## src/rtl/id_pkg.sv

```systemverilog
// Shared decode constants and types for the MIPS ID stage: opcodes, op enum,
// T_use/T_new encodings and the decoder result record.
package id_pkg;

  localparam logic [5:0] OPC_RTYPE = 6'h00;
  localparam logic [5:0] OPC_J     = 6'h02;
  localparam logic [5:0] OPC_JAL   = 6'h03;
  localparam logic [5:0] OPC_BEQ   = 6'h04;
  localparam logic [5:0] OPC_BNE   = 6'h05;
  localparam logic [5:0] OPC_ORI   = 6'h0d;
  localparam logic [5:0] OPC_LUI   = 6'h0f;
  localparam logic [5:0] OPC_LW    = 6'h23;
  localparam logic [5:0] OPC_SW    = 6'h2b;

  localparam logic [5:0] FN_SLL    = 6'h00;
  localparam logic [5:0] FN_JR     = 6'h08;
  localparam logic [5:0] FN_ADDU   = 6'h21;
  localparam logic [5:0] FN_SUBU   = 6'h23;

  localparam int OP_W = 4;

  typedef enum logic [OP_W-1:0] {
    OP_NOP  = 4'd0,
    OP_ADDU = 4'd1,
    OP_SUBU = 4'd2,
    OP_ORI  = 4'd3,
    OP_LUI  = 4'd4,
    OP_SLL  = 4'd5,
    OP_LW   = 4'd6,
    OP_SW   = 4'd7,
    OP_BEQ  = 4'd8,
    OP_BNE  = 4'd9,
    OP_J    = 4'd10,
    OP_JAL  = 4'd11,
    OP_JR   = 4'd12
  } op_e;

  // T_use values; TUSE_INF marks an operand the instruction never reads.
  localparam int TUSE_W = 2;
  localparam logic [TUSE_W-1:0] TUSE_0   = 2'd0;
  localparam logic [TUSE_W-1:0] TUSE_1   = 2'd1;
  localparam logic [TUSE_W-1:0] TUSE_2   = 2'd2;
  localparam logic [TUSE_W-1:0] TUSE_INF = 2'd3;

  localparam int DEC_TNEW_W = 2;
  localparam logic [DEC_TNEW_W-1:0] TNEW_0 = 2'd0;
  localparam logic [DEC_TNEW_W-1:0] TNEW_1 = 2'd1;
  localparam logic [DEC_TNEW_W-1:0] TNEW_2 = 2'd2;

  localparam logic [31:0] NOP_INSTR = 32'h0000_0000;

  typedef enum logic [2:0] {
    EXT_SIGN  = 3'd0,
    EXT_ZERO  = 3'd1,
    EXT_LUI   = 3'd2,
    EXT_SHAMT = 3'd3,
    EXT_PC8   = 3'd4
  } ext_e;

  typedef struct packed {
    op_e                   op;
    logic [4:0]            wa;
    logic [DEC_TNEW_W-1:0] tnew;
    logic [TUSE_W-1:0]     tuse_rs;
    logic [TUSE_W-1:0]     tuse_rt;
    ext_e                  ext;
  } dec_t;

endpackage

```

## src/rtl/id_stage_hz_if.sv

```systemverilog
// ID/EX pipeline register bundle: the ID stage drives it, EX consumes it.
interface id_stage_hz_if #(
  parameter int XLEN   = 32,
  parameter int TNEW_W = 2
);
  import id_pkg::*;

  op_e               idex_op_o;
  logic [4:0]        idex_rs_o;
  logic [4:0]        idex_rt_o;
  logic [4:0]        idex_wa_o;
  logic [XLEN-1:0]   idex_rsdata_o;
  logic [XLEN-1:0]   idex_rtdata_o;
  logic [XLEN-1:0]   idex_imm_o;
  logic [XLEN-1:0]   idex_pc_o;
  logic [TNEW_W-1:0] idex_tnew_o;

  modport master (
    output idex_op_o, idex_rs_o, idex_rt_o, idex_wa_o, idex_rsdata_o,
           idex_rtdata_o, idex_imm_o, idex_pc_o, idex_tnew_o
  );

  modport slave (
    input  idex_op_o, idex_rs_o, idex_rt_o, idex_wa_o, idex_rsdata_o,
           idex_rtdata_o, idex_imm_o, idex_pc_o, idex_tnew_o
  );

endinterface

```

## src/rtl/id_decoder.sv

```systemverilog
// Combinational instruction decoder: op, destination, T_new, T_use per operand
// and immediate extension mode. Unsupported encodings fall through to NOP.
module id_decoder
  import id_pkg::*;
(
  input  logic [31:0] instr_i,
  output dec_t        dec_o
);

  logic [5:0] opc;
  logic [5:0] funct;
  logic [4:0] rt;
  logic [4:0] rd;

  assign opc   = instr_i[31:26];
  assign funct = instr_i[5:0];
  assign rt    = instr_i[20:16];
  assign rd    = instr_i[15:11];

  always_comb begin
    dec_o.op      = OP_NOP;
    dec_o.wa      = 5'd0;
    dec_o.tnew    = TNEW_0;
    dec_o.tuse_rs = TUSE_INF;
    dec_o.tuse_rt = TUSE_INF;
    dec_o.ext     = EXT_SIGN;
    if (instr_i != NOP_INSTR) begin
      case (opc)
        OPC_RTYPE: begin
          case (funct)
            FN_ADDU, FN_SUBU: begin
              dec_o.op      = (funct == FN_ADDU) ? OP_ADDU : OP_SUBU;
              dec_o.wa      = rd;
              dec_o.tnew    = TNEW_1;
              dec_o.tuse_rs = TUSE_1;
              dec_o.tuse_rt = TUSE_1;
            end
            FN_SLL: begin
              dec_o.op      = OP_SLL;
              dec_o.wa      = rd;
              dec_o.tnew    = TNEW_1;
              dec_o.tuse_rt = TUSE_1;
              dec_o.ext     = EXT_SHAMT;
            end
            FN_JR: begin
              dec_o.op      = OP_JR;
              dec_o.tuse_rs = TUSE_0;
            end
            default: ;
          endcase
        end
        OPC_ORI: begin
          dec_o.op      = OP_ORI;
          dec_o.wa      = rt;
          dec_o.tnew    = TNEW_1;
          dec_o.tuse_rs = TUSE_1;
          dec_o.ext     = EXT_ZERO;
        end
        OPC_LUI: begin
          dec_o.op   = OP_LUI;
          dec_o.wa   = rt;
          dec_o.tnew = TNEW_1;
          dec_o.ext  = EXT_LUI;
        end
        OPC_LW: begin
          dec_o.op      = OP_LW;
          dec_o.wa      = rt;
          dec_o.tnew    = TNEW_2;
          dec_o.tuse_rs = TUSE_1;
        end
        OPC_SW: begin
          // Store data is only needed in MEM, so rt tolerates a later producer.
          dec_o.op      = OP_SW;
          dec_o.tuse_rs = TUSE_1;
          dec_o.tuse_rt = TUSE_2;
        end
        OPC_BEQ, OPC_BNE: begin
          dec_o.op      = (opc == OPC_BEQ) ? OP_BEQ : OP_BNE;
          dec_o.tuse_rs = TUSE_0;
          dec_o.tuse_rt = TUSE_0;
        end
        OPC_J: begin
          dec_o.op = OP_J;
        end
        OPC_JAL: begin
          dec_o.op   = OP_JAL;
          dec_o.wa   = 5'd31;
          dec_o.tnew = TNEW_0;
          dec_o.ext  = EXT_PC8;
        end
        default: ;
      endcase
    end
  end

endmodule

```

## src/rtl/id_stage_hz.sv

```systemverilog
// MIPS decode stage: operand forwarding from EX/MEM, T_use/T_new hazard stall,
// branch/jump resolution and the ID/EX pipeline register with bubble and hold.
module id_stage_hz
  import id_pkg::*;
#(
  parameter int          XLEN     = 32,
  parameter logic [31:0] RESET_PC = 32'h0000_3000,
  parameter int          TNEW_W   = 2
) (
  input  logic              clk,
  input  logic              reset,
  input  logic [31:0]       instr_i,
  input  logic [XLEN-1:0]   pc_i,
  output logic [4:0]        grf_rs_addr_o,
  output logic [4:0]        grf_rt_addr_o,
  input  logic [XLEN-1:0]   grf_rs_data_i,
  input  logic [XLEN-1:0]   grf_rt_data_i,
  input  logic [4:0]        ex_wa_i,
  input  logic [TNEW_W-1:0] ex_tnew_i,
  input  logic [XLEN-1:0]   ex_wdata_i,
  input  logic [4:0]        mem_wa_i,
  input  logic [TNEW_W-1:0] mem_tnew_i,
  input  logic [XLEN-1:0]   mem_wdata_i,
  input  logic              hold_i,
  output logic              stall_o,
  output logic              npc_sel_o,
  output logic [XLEN-1:0]   npc_o,
  id_stage_hz_if.master     idex_o
);

  localparam int CW = (TNEW_W > TUSE_W) ? TNEW_W : TUSE_W;

  dec_t            dec;
  logic [4:0]      rs;
  logic [4:0]      rt;
  logic [15:0]     imm16;
  logic [XLEN-1:0] imm_sext;
  logic [XLEN-1:0] pc_plus4;
  logic [XLEN-1:0] imm_ext;
  logic [XLEN-1:0] rs_fwd;
  logic [XLEN-1:0] rt_fwd;
  logic            haz_rs;
  logic            haz_rt;
  logic            hazard;
  logic            taken;

  id_decoder u_dec (
    .instr_i (instr_i),
    .dec_o   (dec)
  );

  assign rs            = instr_i[25:21];
  assign rt            = instr_i[20:16];
  assign imm16         = instr_i[15:0];
  assign grf_rs_addr_o = rs;
  assign grf_rt_addr_o = rt;
  assign imm_sext      = {{(XLEN-16){imm16[15]}}, imm16};
  assign pc_plus4      = pc_i + XLEN'(4);

  // Stall when a producer's result arrives later than this operand is needed.
  always_comb begin
    haz_rs = 1'b0;
    haz_rt = 1'b0;
    if (dec.tuse_rs != TUSE_INF && rs != 5'd0) begin
      haz_rs = (ex_wa_i == rs && CW'(ex_tnew_i) > CW'(dec.tuse_rs)) ||
               (mem_wa_i == rs && CW'(mem_tnew_i) > CW'(dec.tuse_rs));
    end
    if (dec.tuse_rt != TUSE_INF && rt != 5'd0) begin
      haz_rt = (ex_wa_i == rt && CW'(ex_tnew_i) > CW'(dec.tuse_rt)) ||
               (mem_wa_i == rt && CW'(mem_tnew_i) > CW'(dec.tuse_rt));
    end
  end

  assign hazard  = haz_rs || haz_rt;
  assign stall_o = hazard || hold_i;

  // Later assignments win, so EX overrides MEM overrides GRF.
  always_comb begin
    rs_fwd = grf_rs_data_i;
    rt_fwd = grf_rt_data_i;
    if (rs != 5'd0 && mem_wa_i == rs && mem_tnew_i == '0) rs_fwd = mem_wdata_i;
    if (rs != 5'd0 && ex_wa_i == rs && ex_tnew_i == '0)   rs_fwd = ex_wdata_i;
    if (rt != 5'd0 && mem_wa_i == rt && mem_tnew_i == '0) rt_fwd = mem_wdata_i;
    if (rt != 5'd0 && ex_wa_i == rt && ex_tnew_i == '0)   rt_fwd = ex_wdata_i;
  end

  always_comb begin
    imm_ext = imm_sext;
    case (dec.ext)
      EXT_ZERO:  imm_ext = {{(XLEN-16){1'b0}}, imm16};
      EXT_LUI:   imm_ext = {{(XLEN-32){1'b0}}, imm16, 16'h0000};
      EXT_SHAMT: imm_ext = {{(XLEN-5){1'b0}}, instr_i[10:6]};
      EXT_PC8:   imm_ext = pc_i + XLEN'(8);
      default:   imm_ext = imm_sext;
    endcase
  end

  always_comb begin
    taken = 1'b0;
    npc_o = pc_plus4 + (imm_sext << 2);
    case (dec.op)
      OP_BEQ: taken = (rs_fwd == rt_fwd);
      OP_BNE: taken = (rs_fwd != rt_fwd);
      OP_J, OP_JAL: begin
        taken = 1'b1;
        npc_o = {pc_plus4[XLEN-1:28], instr_i[25:0], 2'b00};
      end
      OP_JR: begin
        taken = 1'b1;
        npc_o = rs_fwd;
      end
      default: ;
    endcase
  end

  // The delay slot is always executed, so a redirect never flushes IF/ID.
  assign npc_sel_o = taken && !stall_o;

  op_e               op_q, op_d;
  logic [4:0]        rs_q, rs_d;
  logic [4:0]        rt_q, rt_d;
  logic [4:0]        wa_q, wa_d;
  logic [XLEN-1:0]   rsdata_q, rsdata_d;
  logic [XLEN-1:0]   rtdata_q, rtdata_d;
  logic [XLEN-1:0]   imm_q, imm_d;
  logic [XLEN-1:0]   pc_q, pc_d;
  logic [TNEW_W-1:0] tnew_q, tnew_d;

  always_comb begin
    op_d     = op_q;
    rs_d     = rs_q;
    rt_d     = rt_q;
    wa_d     = wa_q;
    rsdata_d = rsdata_q;
    rtdata_d = rtdata_q;
    imm_d    = imm_q;
    pc_d     = pc_q;
    tnew_d   = tnew_q;
    if (hold_i) begin
      op_d = op_q;
    end else if (hazard) begin
      op_d     = OP_NOP;
      rs_d     = 5'd0;
      rt_d     = 5'd0;
      wa_d     = 5'd0;
      rsdata_d = '0;
      rtdata_d = '0;
      imm_d    = '0;
      pc_d     = pc_i;
      tnew_d   = '0;
    end else begin
      op_d     = dec.op;
      rs_d     = rs;
      rt_d     = rt;
      wa_d     = dec.wa;
      rsdata_d = rs_fwd;
      rtdata_d = rt_fwd;
      imm_d    = imm_ext;
      pc_d     = pc_i;
      tnew_d   = TNEW_W'(dec.tnew);
    end
  end

  always_ff @(posedge clk) begin
    if (reset) begin
      op_q     <= OP_NOP;
      rs_q     <= 5'd0;
      rt_q     <= 5'd0;
      wa_q     <= 5'd0;
      rsdata_q <= '0;
      rtdata_q <= '0;
      imm_q    <= '0;
      pc_q     <= XLEN'(RESET_PC);
      tnew_q   <= '0;
    end else begin
      op_q     <= op_d;
      rs_q     <= rs_d;
      rt_q     <= rt_d;
      wa_q     <= wa_d;
      rsdata_q <= rsdata_d;
      rtdata_q <= rtdata_d;
      imm_q    <= imm_d;
      pc_q     <= pc_d;
      tnew_q   <= tnew_d;
    end
  end

  assign idex_o.idex_op_o     = op_q;
  assign idex_o.idex_rs_o     = rs_q;
  assign idex_o.idex_rt_o     = rt_q;
  assign idex_o.idex_wa_o     = wa_q;
  assign idex_o.idex_rsdata_o = rsdata_q;
  assign idex_o.idex_rtdata_o = rtdata_q;
  assign idex_o.idex_imm_o    = imm_q;
  assign idex_o.idex_pc_o     = pc_q;
  assign idex_o.idex_tnew_o   = tnew_q;

endmodule
```

## src/flat_wrapper.sv

```systemverilog
// flat-port wrapper written by rule: the top's interface ports become plain ports
module id_stage_hz_flat import id_pkg::*;
#(
  parameter int          XLEN     = 32,
  parameter logic [31:0] RESET_PC = 32'h0000_3000,
  parameter int          TNEW_W   = 2
)
  (clk, reset, instr_i, pc_i, grf_rs_addr_o, grf_rt_addr_o, grf_rs_data_i, grf_rt_data_i, ex_wa_i, ex_tnew_i, ex_wdata_i, mem_wa_i, mem_tnew_i, mem_wdata_i, hold_i, stall_o, npc_sel_o, npc_o, idex_o_idex_op_o, idex_o_idex_rs_o, idex_o_idex_rt_o, idex_o_idex_wa_o, idex_o_idex_rsdata_o, idex_o_idex_rtdata_o, idex_o_idex_imm_o, idex_o_idex_pc_o, idex_o_idex_tnew_o);
  id_stage_hz_if #(.XLEN(XLEN), .TNEW_W(TNEW_W)) idex_o_i ();
  input  logic clk;
  input  logic reset;
  input  logic [31:0] instr_i;
  input  logic [XLEN-1:0] pc_i;
  output logic [4:0] grf_rs_addr_o;
  output logic [4:0] grf_rt_addr_o;
  input  logic [XLEN-1:0] grf_rs_data_i;
  input  logic [XLEN-1:0] grf_rt_data_i;
  input  logic [4:0] ex_wa_i;
  input  logic [TNEW_W-1:0] ex_tnew_i;
  input  logic [XLEN-1:0] ex_wdata_i;
  input  logic [4:0] mem_wa_i;
  input  logic [TNEW_W-1:0] mem_tnew_i;
  input  logic [XLEN-1:0] mem_wdata_i;
  input  logic hold_i;
  output logic stall_o;
  output logic npc_sel_o;
  output logic [XLEN-1:0] npc_o;
  output wire logic [$bits(idex_o_i.idex_op_o)-1:0] idex_o_idex_op_o;
  output wire logic [$bits(idex_o_i.idex_rs_o)-1:0] idex_o_idex_rs_o;
  output wire logic [$bits(idex_o_i.idex_rt_o)-1:0] idex_o_idex_rt_o;
  output wire logic [$bits(idex_o_i.idex_wa_o)-1:0] idex_o_idex_wa_o;
  output wire logic [$bits(idex_o_i.idex_rsdata_o)-1:0] idex_o_idex_rsdata_o;
  output wire logic [$bits(idex_o_i.idex_rtdata_o)-1:0] idex_o_idex_rtdata_o;
  output wire logic [$bits(idex_o_i.idex_imm_o)-1:0] idex_o_idex_imm_o;
  output wire logic [$bits(idex_o_i.idex_pc_o)-1:0] idex_o_idex_pc_o;
  output wire logic [$bits(idex_o_i.idex_tnew_o)-1:0] idex_o_idex_tnew_o;
  assign idex_o_idex_op_o = idex_o_i.idex_op_o;
  assign idex_o_idex_rs_o = idex_o_i.idex_rs_o;
  assign idex_o_idex_rt_o = idex_o_i.idex_rt_o;
  assign idex_o_idex_wa_o = idex_o_i.idex_wa_o;
  assign idex_o_idex_rsdata_o = idex_o_i.idex_rsdata_o;
  assign idex_o_idex_rtdata_o = idex_o_i.idex_rtdata_o;
  assign idex_o_idex_imm_o = idex_o_i.idex_imm_o;
  assign idex_o_idex_pc_o = idex_o_i.idex_pc_o;
  assign idex_o_idex_tnew_o = idex_o_i.idex_tnew_o;
  id_stage_hz #(.XLEN(XLEN), .RESET_PC(RESET_PC), .TNEW_W(TNEW_W)) u_core (.clk(clk), .reset(reset), .instr_i(instr_i), .pc_i(pc_i), .grf_rs_addr_o(grf_rs_addr_o), .grf_rt_addr_o(grf_rt_addr_o), .grf_rs_data_i(grf_rs_data_i), .grf_rt_data_i(grf_rt_data_i), .ex_wa_i(ex_wa_i), .ex_tnew_i(ex_tnew_i), .ex_wdata_i(ex_wdata_i), .mem_wa_i(mem_wa_i), .mem_tnew_i(mem_tnew_i), .mem_wdata_i(mem_wdata_i), .hold_i(hold_i), .stall_o(stall_o), .npc_sel_o(npc_sel_o), .npc_o(npc_o), .idex_o(idex_o_i));
endmodule
```

## config.mk

```make
export PLATFORM = sky130hd
export DESIGN_NAME = id_stage_hz_flat
export DESIGN_NICKNAME = d
export VERILOG_FILES = /design/src/rtl/id_pkg.sv /design/src/rtl/id_stage_hz_if.sv /design/src/rtl/id_decoder.sv /design/src/rtl/id_stage_hz.sv /design/src/flat_wrapper.sv
export SDC_FILE = /design/constraint.sdc
export NUM_CORES = 1
export LEC_CHECK = 0
export BUFFER_PORTS_ARGS = -buffer_cell sky130_fd_sc_hd__clkbuf_2
export CORE_AREA = 4 4 154 156
export CTS_BUF_LIST = sky130_fd_sc_hd__clkbuf_4
export CTS_CLUSTER_SIZE = 14
export DETAILED_ROUTE_END_ITERATION = 16
export DIE_AREA = 0 0 158 160
export PLACE_DENSITY = 0.78
export SYNTH_ARGS = -nofsm -noshare
export SYNTH_HDL_FRONTEND = slang
export SYNTH_SLANG_ARGS = --single-unit
export TNS_END_PERCENT = 1
```

## constraint.sdc

```tcl
create_clock -name clk -period 10.5 [get_ports clk]
set_input_delay 2.1 -clock clk [delete_from_list [all_inputs] [get_ports clk]]
set_output_delay 2.1 -clock clk [all_outputs]
set_load 0.05 [all_outputs]
```

==> run_results.csv <==
group,metric,value,unit
routing,drc_errors,0,
power,report.power.total,1.66,mW
final_layout,nets,1931,
timing,grt_setup_unrepaired,"false",
routing,detailroute.via_count,12165,
synth,synth_enable_flop_cells,0,
clock_network,max-clock-path-buffers,2,
routing,route.detailed.wl_per_inst,23.0,um
final_layout,mostFrequentLayoutCells,"sky130_fd_sc_hd__clkbuf_2 (399), sky130_fd_sc_hd__nor2_1 (209), sky130_fd_sc_hd__dfxtp_1 (149)",
synth,yosys_most_used_dff,"sky130_fd_sc_hd__dfxtp_1",
timing,max_transition_margin,0.237,
routing,drt_iter0_drc,1042,
final_layout,layout-drive-gt1-share,0.299,
timing,final_critical_path_setup_slack,1850,ps
final_layout,final_area,0.0133,sq mm
placed_design,detailedPlacementHpwl,36000,um
routing,post_dr_vias_cell,6.12,
synth,post_synthesis_mean_instance_area,8.11,sq um
setup_path,crit_fanout,6,
final_layout,layoutNonFillerInstCount,1989,
placed_design,buffer_ports.inserted,401,
power,p_leak,6.21,nW
timing,tightest_slew,1140,ps
clock_network,number_of_clock_sinks_seen_by_cts,149,
die,core_area,0.0224,sq mm
clock_network,clock_tree.root_cell,"sky130_fd_sc_hd__clkbuf_4",
clock_network,clkSlewWorstSetupHoldPaths,150,ps
placed_design,gp_congestion,1.02,
timing,fmax,116,MHz
timing,setup-tns-final,0,ps
setup_path,cell_breakdown_of_the_critical_path,"clkbuf_2, ha_1, nand3_1, nor4_1, and2_1, nand3_1, xnor2_1, ha_1, and4_1, and3_1, nand2_1, o21ai_0, a221oi_1, o31ai_1, a21oi_1, nand2_1, o21ai_0, clkbuf_2",
synth,synth_top_cells_by_area,"sky130_fd_sc_hd__dfxtp_1 (27%), sky130_fd_sc_hd__mux2i_1 (8.4%), sky130_fd_sc_hd__nor2_1 (7.1%), sky130_fd_sc_hd__xnor2_1 (5.9%), sky130_fd_sc_hd__mux2_2 (4.5%)",
power,max-vdd-ir-drop,0.0727,mV
timing,final.min_clock_period,8650,ps
global_route,grt_overflow,0,
setup_path,cp.arrival,6550,ps
die,die_height,160,um
die,io_pins,402,
final_layout,final_common_cell,"sky130_fd_sc_hd__clkbuf_2",
final_layout,final.fill_count,2159,
die,effective_utilization_at_floorplan,0.491,
global_route,grt_first_pass_wirelength,67800,um
synth,synth_cells,1353,
setup_path,critPathTopFamily,"simple AND/OR/NAND/NOR gates",
timing,finClkSkew,0,ps
synth,synth_fp_nets,1602,
synth,syn_area,0.0110,sq mm
clock_network,post-cts-setup-buffers,0,
power,power_per_cell_area,125,mW/mm^2
clock_network,numCtsBuffers,17,
synth,synth_seq_area_share,0.272,
setup_path,worst_setup_path_end_kind,"primary output",
setup_path,worst_path_largest_cell_delay,740,ps
setup_path,worst_path_max_delay_cell,"sky130_fd_sc_hd__nor4_1",
die,std_cell_rows,55,
synth,yosysWarnings,0,
setup_path,worstSetupPathType,"in2out",
final_layout,fin_util,0.595,
routing,drt-pass1-iter-count,9,
die,design.die.area,0.0253,sq mm
global_route,antenna_found_initial,8,
global_route,maximum_number_of_pins_on_one_net_before_global_route_repair,88,
global_route,first_global_vias,11793,
synth,postSynth.asyncResetShare,0,
clock_network,clock_tree_from_tritoncts,"built",
setup_path,critical_path.startpoint_type,"primary input",
die,fp.dieW,158,um
run,timing.max_cap.violations,0,
timing,maxSlewViolCount,0,
synth,synth_seq_cells,149,
routing,final_antenna_net_count,0,
clock_network,htree_levels,4,
placed_design,numPlacedInstances,1948,
routing,route.final.wire_length,45800,um
timing,hold_ws,485,ps
hold_path,hold_class,"reg2reg",
synth,synth.largest_area_cell,"sky130_fd_sc_hd__dfxtp_1",
timing,report.final.hold_viol_count,0,
final_layout,area.growth.synth_to_final,21.2,%
synth,netlist-cell-type-count,70,
timing,setup_viol,0,
clock_network,worst_skew_pair.late_latency,580,ps
clock_network,cts-hold-fix-buffers,0,
placed_design,placement.cell_area,0.0130,sq mm
synth,synth_largest_type_area_fraction,0.272,
setup_path,critical_path_buf_inv_count,2,
global_route,grt_usage,0.346,
setup_path,critical_path_required,8400,ps
status,run_status,"completed",
timing,post-route-period-util,0.824,
clock_network,postCtsResizedCells,0,
placed_design,detailedPlace.worstSlack,1980,ps
## cells by family (layout without fill, tap and decap cells)
| family | Yosys count | in the layout | synth area share |
|---|---|---|---|
| other | 0 | 9 | 0 |
| DFF | 149 | 149 | 0.272 |
| muxes | 151 | 151 | 0.145 |
| and+or+nand+nor | 432 | 432 | 0.180 |
| AOI/OAI and AO/OA | 335 | 335 | 0.210 |
| xor gates and xnor gates | 124 | 124 | 0.0990 |
| buffers and inverters | 122 | 464 | 0.0480 |
| adders and majority gates | 40 | 40 | 0.0463 |
## registers in the layout, indices dropped and copies added (netlist names)
signal                       flops
u_core.idex_o.idex_op_o          4
u_core.idex_o.idex_tnew_o        2
u_core.idex_o.idex_rt_o          5
u_core.idex_o.idex_wa_o          5
u_core.idex_o.idex_rtdata_o     32
u_core.idex_o.idex_imm_o        32
u_core.idex_o.idex_rs_o          5
u_core.idex_o.idex_rsdata_o     32
u_core.idex_o.idex_pc_o         32
## layer usage
metal / wire length, um / track usage / share of wire / vias up
li1: - / - / - / 5533
met4: 2880 / 0.198 / 0.063 / 0
met1: 16900 / 0.412 / 0.37 / 5695
met2: 21400 / 0.562 / 0.47 / 773
met5: 0 / 0 / 0 / -
met3: 4600 / 0.0881 / 0.10 / 164
## Yosys cell counts, drive strengths merged, types with 4 or more instances
master	count
a221oi	8
a21o	21
nor4	13
inv	18
mux2i	92
o22ai	4
nor3	14
xnor2	74
a2bb2oi	52
nor2b	8
xor2	50
ha	39
clkbuf	74
nor2	210
o221ai	18
a22oi	47
and4	6
nand3	16
nand4	22
a21oi	95
nand2b	14
mux2	59
buf	30
and2	11
and3	10
a222oi	4
dfxtp	149
nand2	100
o21ai	51
o211ai	4
## where the power goes
part,internal (mW),switching (mW),total [mW]
combinational,0.202,0.482,0.684
sequential,0.597,0.0182,0.615
clock,0.104,0.261,0.365
## worst paths after layout
kind	startpoint	to	slack [ps]	depth (start not counted)
max	pc_i[3]	npc_o[28]	1850	18
min reg2reg	u_core.idex_o.idex_op_o[3]	u_core.idex_o.idex_op_o[3]	480	2
min	u_core.idex_o.idex_op_o[3]	u_core.idex_o.idex_op_o[3]	480	2
max reg2reg	u_core.idex_o.idex_imm_o[1]	u_core.idex_o.idex_imm_o[1]	9740	3
## worst min-delay path, stage by stage, from the launching register on
cell and delay [ps]:
sky130_fd_sc_hd__dfxtp_1 340, sky130_fd_sc_hd__nand2_1 60, sky130_fd_sc_hd__a21oi_1 50
## final cells by class
type / instances / area [sq um] / share of cell area
repair buffers: 414 / 2110 / 0.159
clock buffers: 17 / 128 / 0.00959
diodes: 9 / 22.5 / 0.00169
multi-input cells: 1082 / 7500 / 0.563
well taps: 285 / 357 / 0.0268
clock inverters: 15 / 138 / 0.0103
flip-flops and latches: 149 / 2980 / 0.224
inverters: 18 / 67.6 / 0.00508
Power figures use the tool's default switching activity.
